File: src/rtl/adder_tree_sched_if.sv
// Signal bundle between the requesters, the shared adder tree and the result
// consumer of adder_tree_sched. The scheduler takes the slave side.
interface adder_tree_sched_if #(
  parameter int DATA_W   = 16,
  parameter int DATA_N   = 10,
  parameter int NUM_REQ  = 2,
  parameter int TREE_LAT = 4
);
  localparam int SUM_W = DATA_W + TREE_LAT;
  localparam int ID_W  = ($clog2(NUM_REQ) > 1) ? $clog2(NUM_REQ) : 1;

  logic [NUM_REQ-1:0]               req_valid;
  logic [NUM_REQ*DATA_N*DATA_W-1:0] req_data;
  logic [NUM_REQ-1:0]               req_ready;
  logic                             flush;
  logic [DATA_N*DATA_W-1:0]         tree_data;
  logic [SUM_W-1:0]                 tree_sum;
  logic                             res_valid;
  logic [ID_W-1:0]                  res_id;
  logic [SUM_W-1:0]                 res_sum;
  logic [15:0]                      issue_cnt;

  modport master (
    output req_valid, req_data, flush, tree_sum,
    input  req_ready, tree_data, res_valid, res_id, res_sum, issue_cnt
  );

  modport slave (
    input  req_valid, req_data, flush, tree_sum,
    output req_ready, tree_data, res_valid, res_id, res_sum, issue_cnt
  );
endinterface

File: src/rtl/adder_tree_sched.sv
// Round-robin scheduler sharing one external pipelined adder tree among several
// requesters; a valid/ID tag pipe tracks each vector through the tree latency.
module adder_tree_sched #(
  parameter int DATA_W   = 16,
  parameter int DATA_N   = 10,
  parameter int NUM_REQ  = 2,
  parameter int TREE_LAT = 4
) (
  input logic clk,
  input logic rst,
  adder_tree_sched_if.slave bus
);
  localparam int ID_W  = ($clog2(NUM_REQ) > 1) ? $clog2(NUM_REQ) : 1;
  localparam int VEC_W = DATA_N * DATA_W;

  logic [ID_W-1:0]   ptr;
  logic [ID_W-1:0]   ptr_next;
  logic              hi_any;
  logic [ID_W-1:0]   hi_id;
  logic              lo_any;
  logic [ID_W-1:0]   lo_id;
  logic              grant_any;
  logic [ID_W-1:0]   grant_id;
  logic              handshake;
  logic [VEC_W-1:0]  grant_vec;
  logic [VEC_W-1:0]  tree_data_q;
  logic [TREE_LAT:0] tag_valid;
  logic [ID_W-1:0]   tag_id [TREE_LAT+1];
  logic [15:0]       issue_cnt_q;

  // Lowest valid index at or above ptr wins; otherwise wrap to the lowest valid index.
  always_comb begin
    hi_any = 1'b0;
    hi_id  = '0;
    lo_any = 1'b0;
    lo_id  = '0;
    for (int i = NUM_REQ - 1; i >= 0; i--) begin
      if (bus.req_valid[i]) begin
        lo_any = 1'b1;
        lo_id  = ID_W'(i);
        if (ID_W'(i) >= ptr) begin
          hi_any = 1'b1;
          hi_id  = ID_W'(i);
        end
      end
    end
    grant_any = lo_any;
    grant_id  = hi_any ? hi_id : lo_id;
  end

  assign handshake = grant_any & ~bus.flush;
  assign ptr_next  = (grant_id == ID_W'(NUM_REQ - 1)) ? '0 : grant_id + ID_W'(1);

  always_comb begin
    bus.req_ready = '0;
    grant_vec     = '0;
    for (int i = 0; i < NUM_REQ; i++) begin
      if (grant_id == ID_W'(i)) begin
        bus.req_ready[i] = handshake;
        grant_vec        = bus.req_data[i*VEC_W +: VEC_W];
      end
    end
  end

  // tree_data only loads on a handshake so idle cycles do not toggle the tree inputs.
  always_ff @(posedge clk or posedge rst) begin
    if (rst) begin
      ptr         <= '0;
      tree_data_q <= '0;
      issue_cnt_q <= '0;
      tag_valid   <= '0;
      for (int s = 0; s <= TREE_LAT; s++) begin
        tag_id[s] <= '0;
      end
    end else begin
      if (handshake) begin
        ptr         <= ptr_next;
        tree_data_q <= grant_vec;
        issue_cnt_q <= issue_cnt_q + 16'd1;
      end
      tag_valid <= bus.flush ? '0 : {tag_valid[TREE_LAT-1:0], handshake};
      tag_id[0] <= grant_id;
      for (int s = 1; s <= TREE_LAT; s++) begin
        tag_id[s] <= tag_id[s-1];
      end
    end
  end

  assign bus.tree_data = tree_data_q;
  assign bus.res_valid = tag_valid[TREE_LAT];
  assign bus.res_id    = tag_id[TREE_LAT];
  assign bus.res_sum   = bus.tree_sum;
  assign bus.issue_cnt = issue_cnt_q;
endmodule

File: src/flat_wrapper.sv
// flat-port wrapper written by rule: the top's interface ports become plain ports
module adder_tree_sched_flat 
#(
  parameter int DATA_W   = 16,
  parameter int DATA_N   = 10,
  parameter int NUM_REQ  = 2,
  parameter int TREE_LAT = 4
)
  (clk, rst, bus_req_valid, bus_req_data, bus_flush, bus_tree_sum, bus_req_ready, bus_tree_data, bus_res_valid, bus_res_id, bus_res_sum, bus_issue_cnt);
  adder_tree_sched_if #(.DATA_W(DATA_W), .DATA_N(DATA_N), .NUM_REQ(NUM_REQ), .TREE_LAT(TREE_LAT)) bus_i ();
  input logic clk;
  input logic rst;
  input wire logic [$bits(bus_i.req_valid)-1:0] bus_req_valid;
  input wire logic [$bits(bus_i.req_data)-1:0] bus_req_data;
  input wire logic [$bits(bus_i.flush)-1:0] bus_flush;
  input wire logic [$bits(bus_i.tree_sum)-1:0] bus_tree_sum;
  output wire logic [$bits(bus_i.req_ready)-1:0] bus_req_ready;
  output wire logic [$bits(bus_i.tree_data)-1:0] bus_tree_data;
  output wire logic [$bits(bus_i.res_valid)-1:0] bus_res_valid;
  output wire logic [$bits(bus_i.res_id)-1:0] bus_res_id;
  output wire logic [$bits(bus_i.res_sum)-1:0] bus_res_sum;
  output wire logic [$bits(bus_i.issue_cnt)-1:0] bus_issue_cnt;
  assign bus_i.req_valid = bus_req_valid;
  assign bus_i.req_data = bus_req_data;
  assign bus_i.flush = bus_flush;
  assign bus_i.tree_sum = bus_tree_sum;
  assign bus_req_ready = bus_i.req_ready;
  assign bus_tree_data = bus_i.tree_data;
  assign bus_res_valid = bus_i.res_valid;
  assign bus_res_id = bus_i.res_id;
  assign bus_res_sum = bus_i.res_sum;
  assign bus_issue_cnt = bus_i.issue_cnt;
  adder_tree_sched #(.DATA_W(DATA_W), .DATA_N(DATA_N), .NUM_REQ(NUM_REQ), .TREE_LAT(TREE_LAT)) u_core (.clk(clk), .rst(rst), .bus(bus_i));
endmodule
File: config.mk
export PLATFORM = sky130hd
export DESIGN_NAME = adder_tree_sched_flat
export DESIGN_NICKNAME = d
export VERILOG_FILES = /design/src/rtl/adder_tree_sched_if.sv /design/src/rtl/adder_tree_sched.sv /design/src/flat_wrapper.sv
export SDC_FILE = /design/constraint.sdc
export NUM_CORES = 1
export LEC_CHECK = 0
export ABC_CLOCK_PERIOD_IN_PS = 13040
export CAP_MARGIN = 30
export CORE_AREA = 10 10 204 206
export CTS_BUF_LIST = sky130_fd_sc_hd__clkbuf_16
export CTS_CLUSTER_DIAMETER = 200
export DETAILED_ROUTE_END_ITERATION = 7
export DIE_AREA = 0 0 214 216
export PLACE_DENSITY_LB_ADDON = 0.1
export REMOVE_ABC_BUFFERS = 1
export SYNTH_ARGS = -nofsm -noshare
export SYNTH_HDL_FRONTEND = slang
export SYNTH_SLANG_ARGS = --single-unit
File: constraint.sdc
create_clock -name clk -period 13.04 [get_ports clk]
set_input_delay 3.26 -clock clk [delete_from_list [all_inputs] [get_ports clk]]
set_output_delay 3.26 -clock clk [all_outputs]
set_load 0.03 [all_outputs]
==> summary.md, run 1 <==
| Metric | Value |
|---|---|
| Status | finished clean |
| Setup CP Type | primary input to output port |
| Remaining global-route overflow | 0 |
| RSZ-0062 raised after global routing | no |
| Synth Area in Compound Gates | 32.9% |
| Full die area | 0.0462 mm2 |
| Num rows | 71 |
| Relative slew slack | 36.9% |
| Final period util | 64.7% |
| Synth cell types | 22 |
| Hold Startpoint | u_core.tag_id[2] |
| Final Util | 37.7% |
| Fraction of layout cells with a size suffix above 1 | 3.90% |
| Die width | 214 um |
| Clk_skew | 11.1 ps |
| Resized cells post-CTS | 0 |
| Port bufs | 504 |
| GR Util All Layers | 15.9% |
| # hold bufs at CTS | 0 |
| Tmin final | 8430 ps |
| Mean Syn Cell Area | 12.7 um2 |
| Core Region | 0.0374 mm2 |
| Post-Synth Simple-Gate Area | 2.08% |
| Yosys warnings | 0 |
| Maximum clock path buffer count | 2 |
| Cells after synthesis | 633 |
| Largest family of logic cells by synthesized area | compound AO/OA/AOI/OAI gates |
| Hold path endpoint | u_core.tag_id[1] |
| Worst EP arrival | 5170 ps |
| Cells along the critical path | clkdlybuf4s50_1 > a211oi_4 > clkdlybuf4s50_1 |
| Flops & latches, synth | 187 |
| DRC | 0 |
| Sequential area share after synthesis | 58.2% |
| PnR Total Power | 1960 uW |
| Max incr delay on CP | 930 ps |
| Largest net degree at the start of global routing | 162 |
| Clock-pin slew on the worst setup and hold paths | 70 ps |
| Min-Delay Path Depth | 0 |
| CP max FO | 7 |
| Origin of the critical flop-to-flop path | u_core.ptr |
| Register-to-Register Setup Slack | 11120 ps |
| Reg2reg end | u_core.bus.tree_data[145] |
| Power density over the cells | 139 mW/mm2 |
| Sum of negative setup slack | 0 ps |
| Cell with the most instances on the worst path | clkdlybuf4s50_1 |
| Setup crit end kind | output port |
| Post-synthesis mux area share | 0% |
| Max Cap Viol | 0 |
| Cts bufs inserted | 17 |
| Reg2reg path depth | 4 |
| Pleak | 0.00666 uW |
| Routed vias/inst | 4.47 |
| Nets | 1436 |
| Post-Route WL | 38300 um |
| Starting Density | 21.5% |
| Post-synth EDFFs | 0 |
| Most frequent cells in the layout | clkdlybuf4s50_1, dfrtp_1, a21o_1 |
| Final hold violation count | 0 |
| Vias in the first global route | 7581 |
| Worst skew pair latency | 450 ps |
| Leading area contributor after synthesis | dfrtp_1 |
| Post-synthesis xor/xnor area fraction | 1.63% |
| 1st-iter DRT viols | 316 |
| Sum of buffers and inverters on the critical path | 2 |
| Die height | 216 um |
| Initial antenna violation count | 6 |
| CTS Sinks | 187 |
| Avg WL per Cell | 23.7 um |
| Cell Area, Synth | 0.00804 mm2 |
| 1st-pass router iterations | 5 |
| # H-tree levels | 4 |
| Worst Tran Pin Value | 947 ps |
| Hold_ws | 352 ps |
| Post-route ant nets | 0 |
| Ports | 545 |
| VDD IR max | 0.0909 mV |
| FMAX | 0.119 GHz |
| RD Place Congestion | 0.748 |
| Placed wire-length estimate | 27700 um |
| CP delay by family, top | buffers and inverters |
| Post-Synth Adder-Cell Area | 0.156% |
| Top-area cell type share of the netlist area | 58.2% |
| Async S/R FF share, synth | 100% |
| Synth Flop Type | dfrtp_1 |
| Slew Limit Fails | 0 |
| DR vias | 7231 |
| CP startpoint kind | primary input |
| Area contributors post-synth | dfrtp_1, a22o_1, a21o_1 |
| CP Data Required Time | 9780 ps |
| HP Class | flip-flop to flip-flop |
| Area Growth Syn to Fin | 75.1% |
| Commonest non-fill, non-tap cell in the layout | clkdlybuf4s50_1 |
| First-pass GRT wire length | 54900 um |
| Post-CTS Setup Inserts | 0 |
| Finish-stage setup viols | 0 |
| CTS tree | yes |
| Placed insts | 1580 |
| Clk root buf | clkbuf_16 |
| Fin cells | 1617 |
| Crit-path slowest cell | clkdlybuf4s50_1 |
==> through the flow <==
| stage | cell area (um2) | setup WS, ps |
|---|---|---|
| final | 14100 | 4610 |
| after global routing | 14100 | 4530 |
| after CTS | 14000 | 4580 |
| after detailed placement | 13400 | 4580 |
| after global placement | 13400 | 4600 |
| after floorplan | 7650 | 835 |
==> worst register-to-register path: cells and delay by family (launching register included) <==
family / cells / cell delay (ps)
flops: 1 / 430
compound gates: 3 / 800
buf+inv: 1 / 630
==> synthesized netlist by cell type, types with 3 or more instances <==
cell type    n
a21o_1     161
nor2b_1      5
xor2_1       3
nand4_1      6
a22o_1     160
nand2_1      9
dfrtp_1    187
buf_4       20
buf_2       38
and3_1       5
xnor2_1     12
clkbuf_1    15
inv_1        3
==> layer usage <==
metal	share of wire (%)	GRT usage [%]
met1	39	18.0
met2	50	26.3
met3	9.8	8.07
met4	0.98	3.45
met5	0.12	0
==> how the worst max path moves through the flow <==
stage / start / end / slack [ps] / cells after the start
2_1_floorplan: bus_req_valid[0] / bus_req_ready[1] / 830 / 3
3_3_place_gp: bus_flush / bus_req_ready[0] / 4600 / 3
3_5_place_dp: bus_flush / bus_req_ready[0] / 4580 / 3
4_1_cts: bus_flush / bus_req_ready[0] / 4580 / 3
5_1_grt: bus_req_valid[0] / bus_req_ready[1] / 4530 / 5
6_report: bus_flush / bus_req_ready[0] / 4610 / 3
==> cell type report <==
cell class | instances | area, um2
Tap cell | 511 | 639
Clock buffer | 17 | 425
Fill cell | 3705 | 23300
Timing Repair Buffer | 511 | 5160
Antenna cell | 3 | 7.51
Sequential cell | 187 | 4680
Multi-Input combinational cell | 370 | 2980
Inverter | 3 | 18.8
Clock inverter | 15 | 174
==> flip-flops by register name, indices dropped and copies added (netlist names) <==
| signal | flops |
|---|---|
| u_core.ptr | 1 |
| u_core.bus.res_id | 1 |
| u_core.bus.tree_data | 160 |
| u_core.tag_valid | 5 |
| u_core.bus.issue_cnt | 16 |
| u_core.tag_id | 4 |
==> power by group <==
part,internal (uW),total [uW],switching (uW)
registers,668,723,55.8
clock network,302,557,255
logic,335,679,344
total,1300,1960,655
==> cells by family after synthesis <==
kind of cell,count (synthesis)
AOI/OAI and AO/OA,324
and+or+nand+nor,30
xor gates and xnor gates,15
DFF,187
buffers and inverters,76
adders and majority gates,1
Note: power is estimated with default switching activity, not from simulation.
==> run 2, diff against run 1 <==
Settings changed: ABC_CLOCK_PERIOD_IN_PS 13040 to 7900.
Clock period 13.04 ns to 7.9 ns, I/O delays scaled along.
==> run 2 against run 1 <==
Against the previous run:
- sequential power grew 65%
- sequential share of layout area grew 0.083 points
- clock power grew 66%
- first-iteration DRC count grew 33%
- combinational power grew 65%
- sequential cell count is the same
- worst setup slack lost 2500 ps
- register-to-register slack lost 5800 ps
- wire length grew 0.52%
- critical path type unchanged
- largest cell class unchanged
- highest routed layer unchanged
==> summary.md, run 2 (synthesis results as in run 1) <==
| Metric | Value |
|---|---|
| Num rows | 71 |
| VDD IR max | 0.146 mV |
| Cell Int Power | 2180 uW |
| FMAX | 0.171 GHz |
| WL met1 | 15000 um |
| Hold Startpoint | u_core.tag_id[1] |
| Worst Tran Pin Value | 920 ps |
| Port bufs | 504 |
| Max incr delay on CP | 780 ps |
| Relative slew slack | 38.7% |
| Origin of the critical flop-to-flop path | u_core.ptr |
| Routed wl met2 | 19400 um |
| Largest net degree at the start of global routing | 161 |
| Finish-stage setup viols | 0 |
| PnR Total Power | 3240 uW |
| Starting Density | 21.5% |
| Gate power share | 34.6% |
| # hold bufs at CTS | 0 |
| Min-Delay Path Depth | 0 |
| Cells along the critical path | clkdlybuf4s50_1 > a211oi_4 > clkdlybuf4s50_1 |
| Post-route setup slack | 2060 ps |
| DRC | 0 |
| Ports | 545 |
| Final period util | 73.9% |
| Worst skew pair latency | 450 ps |
| Post-Route WL | 38500 um |
| Die height | 216 um |
| Status | finished clean |
| HP Class | flip-flop to flip-flop |
| Placed wire-length estimate | 28300 um |
| Post-CTS Setup Inserts | 0 |
| Power density over the cells | 231 mW/mm2 |
| Routed vias/inst | 4.45 |
| Setup crit end kind | output port |
| Fraction of layout cells with a size suffix above 1 | 3.53% |
| Pleak | 0.00666 uW |
| CP Data Required Time | 5930 ps |
| Die width | 214 um |
| RSZ-0062 raised after global routing | no |
| Maximum clock path buffer count | 2 |
| Placed insts | 1583 |
| Tmin final | 5840 ps |
| # H-tree levels | 4 |
| CTS Sinks | 187 |
| Sw Ratio | 32.8% |
| Slew Limit Fails | 0 |
| Cts bufs inserted | 17 |
| Crit-path slowest cell | clkdlybuf4s50_1 |
| RD Place Congestion | 0.732 |
| Filler cells | 3670 |
| Register-to-Register Setup Slack | 5350 ps |
| GR Util All Layers | 16.1% |
| CTS tree | yes |
| Avg WL per Cell | 23.8 um |
| Clk_skew | 7.01 ps |
| Sequential Power Share | 36.9% |
| DR vias | 7206 |
| Switching pwr | 1060 uW |
| WL met3 | 3730 um |
| Resized cells post-CTS | 0 |
| CP delay by family, top | buffers and inverters |
| Cell with the most instances on the worst path | clkdlybuf4s50_1 |
| Fin cells | 1619 |
| 1st-iter DRT viols | 421 |
| 1st-pass router iterations | 4 |
| Reg2reg path depth | 5 |
| Reg2reg end | u_core.bus.tree_data[0] |
| Remaining global-route overflow | 0 |
| Place WS | 2010 ps |
| Max layer used | met5 |
| First-pass GRT wire length | 55800 um |
| Final hold violation count | 0 |
| Nets | 1437 |
| Max Cap Viol | 0 |
| Sum of buffers and inverters on the critical path | 2 |
| Full die area | 0.0462 mm2 |
| Post-route ant nets | 0 |
| Commonest non-fill, non-tap cell in the layout | clkdlybuf4s50_1 |
| Max reg flops | 160 |
| Clock-pin slew on the worst setup and hold paths | 60 ps |
| CP startpoint kind | primary input |
| Power share of the clock group | 28.5% |
| Vias in the first global route | 7719 |
| Setup CP Type | primary input to output port |
| Most frequent cells in the layout | clkdlybuf4s50_1, dfrtp_1, a21o_1 |
| CP max FO | 7 |
| Area Growth Syn to Fin | 74.6% |
| Hold path endpoint | u_core.bus.res_id |
| Worst EP arrival | 3860 ps |
| Initial antenna violation count | 8 |
| Clk root buf | clkbuf_16 |
| Core Region | 0.0374 mm2 |
## run 2: cell type report
class	instances	area, um2	share of cell area [%]
antenna	4	10.0	0.0713
clock inverter	15	181	1.29
inverter	3	18.8	0.134
sequential	187	4680	33.3
tap	511	639	4.55
multi-input combinational	370	2980	21.2
timing repair buffer	512	5120	36.4
clock buffer	17	425	3.03
## run 2: metrics by stage
step	hold WS (ps)	instance area, um2	util, %	TNS (ps)
final	353	14000	37.6	0
after global routing	362	14000	37.5	0
after CTS	355	14000	37.5	0
after detailed placement	338	13400	35.9	0
after global placement	332	13400	35.9	0
after floorplan	331	7650	-	-122950
## run 2: layer usage
layer / track usage (%) / vias to the layer above
met5: 0 / -
met4: 3.07 / 10
met3: 7.72 / 25
met2: 27.1 / 295
met1: 18.1 / 3599
li1: - / 3277
## run 2: power groups by stage
stage	registers [uW]	logic (uW)	clock network [uW]
6_report	1190	1120	925
5_1_grt	1220	1190	999
4_1_cts	1200	1140	964
3_5_place_dp	1210	1140	0
3_3_place_gp	1210	1140	0
2_1_floorplan	1490	280	0
## run 2: worst max path at each step
stage / cells past startpoint / slack [ps] / from / endpoint
2_1_floorplan: 3 / -1740 / bus_req_valid[0] / bus_req_ready[1]
3_3_place_gp: 3 / 2030 / bus_flush / bus_req_ready[0]
3_5_place_dp: 3 / 2010 / bus_flush / bus_req_ready[0]
4_1_cts: 3 / 2010 / bus_flush / bus_req_ready[0]
5_1_grt: 3 / 1970 / bus_flush / bus_req_ready[0]
6_report: 3 / 2060 / bus_flush / bus_req_ready[0]
==> run 3, diff against run 2 <==
Settings changed: ABC_CLOCK_PERIOD_IN_PS 7900 to 4900, CORE_AREA 10 10 204 206 to 10 10 206 208, DIE_AREA 0 0 214 216 to 0 0 216 218.
Clock period 7.9 ns to 4.9 ns, I/O delays scaled along.
==> run 3 against run 2 <==
Against the previous run:
- first-iteration DRC count shrank 27%
- combinational power grew 62%
- clock skew is essentially flat
- critical path type unchanged
- critical endpoint is now bus_req_ready[1]
- largest cell class unchanged
==> summary.md, run 3 (synthesis results as in run 1) <==
| Metric | Value |
|---|---|
| Status | finished clean |
| Post-CTS Setup Inserts | 0 |
| Area Growth Syn to Fin | 74.9% |
| Port bufs | 504 |
| Gate power share | 35.0% |
| Routed vias/inst | 4.45 |
| Starting Density | 21.0% |
| VDD IR max | 0.239 mV |
| FMAX | 0.238 GHz |
| Post-Place Cell Area | 0.0135 mm2 |
| # H-tree levels | 4 |
| Num rows | 72 |
| CTS Sinks | 187 |
| Maximum clock path buffer count | 2 |
| 1st-iter DRT viols | 306 |
| # hold bufs at CTS | 0 |
| Pleak | 0.00667 uW |
| Worst skew pair latency | 440 ps |
| Resized cells post-CTS | 0 |
| Slew Limit Fails | 0 |
| Crit-path slowest cell | clkdlybuf4s50_1 |
| Final instance area | 0.0141 mm2 |
| Commonest non-fill, non-tap cell in the layout | clkdlybuf4s50_1 |
| Max reg flops | 160 |
| Relative slew slack | 40.3% |
| Initial antenna violation count | 3 |
| RSZ-0062 raised after global routing | no |
| Full die area | 0.0471 mm2 |
| Cell Int Power | 3460 uW |
| Worst EP arrival | 2980 ps |
| Die width | 216 um |
| Placed wire-length estimate | 28100 um |
| DRC | 0 |
| Largest net degree at the start of global routing | 162 |
| Power density over the cells | 368 mW/mm2 |
| Setup crit end kind | output port |
| Avg WL per Cell | 23.7 um |
| Clk_skew | 6.72 ps |
| DR vias | 7224 |
| Switching pwr | 1720 uW |
| Post-route ant nets | 0 |
| Fraction of layout cells with a size suffix above 1 | 3.80% |
| Max incr delay on CP | 710 ps |
| Cell with the most instances on the worst path | clkdlybuf4s50_1 |
| Most frequent cells in the layout | clkdlybuf4s50_1, dfrtp_1, a21o_1 |
| Die height | 218 um |
| Cts bufs inserted | 17 |
| Clk root buf | clkbuf_16 |
| 1st-pass router iterations | 4 |
| Vias in the first global route | 7844 |
| Final Util | 36.8% |
| Sw Ratio | 33.2% |
| Final period util | 85.9% |
| GR Util All Layers | 15.8% |
| Setup CP Type | primary input to output port |
| Post-Route WL | 38500 um |
| CP startpoint kind | primary input |
| Clock-pin slew on the worst setup and hold paths | 70 ps |
| Core Region | 0.0383 mm2 |
| CTS tree | yes |
| First-pass GRT wire length | 55600 um |
| Power share of the clock group | 27.8% |
| Remaining global-route overflow | 0 |
| RD Place Congestion | 0.721 |
| CP max FO | 3 |
| Tmin final | 4210 ps |
| Ports | 545 |
| Worst Tran Pin Value | 895 ps |
| HP Class | flip-flop to flip-flop |
| Cells along the critical path | clkdlybuf4s50_1 > o21a_1 > nor2b_4 > clkdlybuf4s50_1 |
| Nets | 1438 |
| Sequential Power Share | 37.2% |
| Final hold violation count | 0 |
| Max Cap Viol | 0 |
| Finish-stage setup viols | 0 |
| CP Data Required Time | 3670 ps |
## run 3: final cells by class
type	instances	area [um2]
Tap cell	518	648
Timing Repair Buffer	513	5160
Antenna cell	1	2.50
Multi-Input combinational cell	370	2980
Inverter	3	18.8
Sequential cell	187	4680
Clock buffer	17	425
Clock inverter	15	160
Fill cell	3798	24200
## run 3: worst paths after layout
kind                       slack (ps)                       end  depth (start not counted)             start
max in group asynchronous        2840  u_core.bus.tree_data[52]                          3               rst
min reg2reg                       350          u_core.tag_id[3]                          0  u_core.tag_id[4]
max                               690          bus_req_ready[1]                          4  bus_req_valid[1]
max reg2reg                      2500  u_core.bus.tree_data[91]                          5        u_core.ptr
min in group asynchronous        1270   u_core.bus.tree_data[7]                          2               rst
min                               350          u_core.tag_id[3]                          0  u_core.tag_id[4]
## run 3: power by group through the flow
| stage | logic [uW] | clock network [uW] | registers [uW] |
|---|---|---|---|
| floorplan | 451 | 0 | 2400 |
| global placement | 1840 | 0 | 1960 |
| detailed placement | 1840 | 0 | 1960 |
| CTS | 1850 | 1500 | 1930 |
| global route | 1920 | 1560 | 1970 |
| finish | 1810 | 1440 | 1930 |
## run 3: per-layer routing
metal	share of wire, %	up-vias	global-route usage [%]	routed length, um
met2	49	304	26.4	19000
li1	-	3274	-	-
met4	1.1	2	3.80	416
met1	40	3624	18.2	15400
met5	0.018	-	0	7
met3	9.5	20	7.03	3650
## run 3: worst max-delay path, delay by kind of cell
family / cells / cell delay (ps)
AO/OA/AOI/OAI: 1 / 200
AND/OR/NAND/NOR: 1 / 250
buffers and inverters: 2 / 1300
## run 3: per-stage QoR
step	setup WS, ps	total power (uW)	instances	setup TNS [ps]	hold slack [ps]
detailed placement	637	3790	1591	0	335
finish	690	5180	1624	0	350
global route	547	5440	1623	0	357
floorplan	-3580	2860	560	-789520	331
CTS	625	5280	1623	0	351
global placement	624	3800	1591	0	337
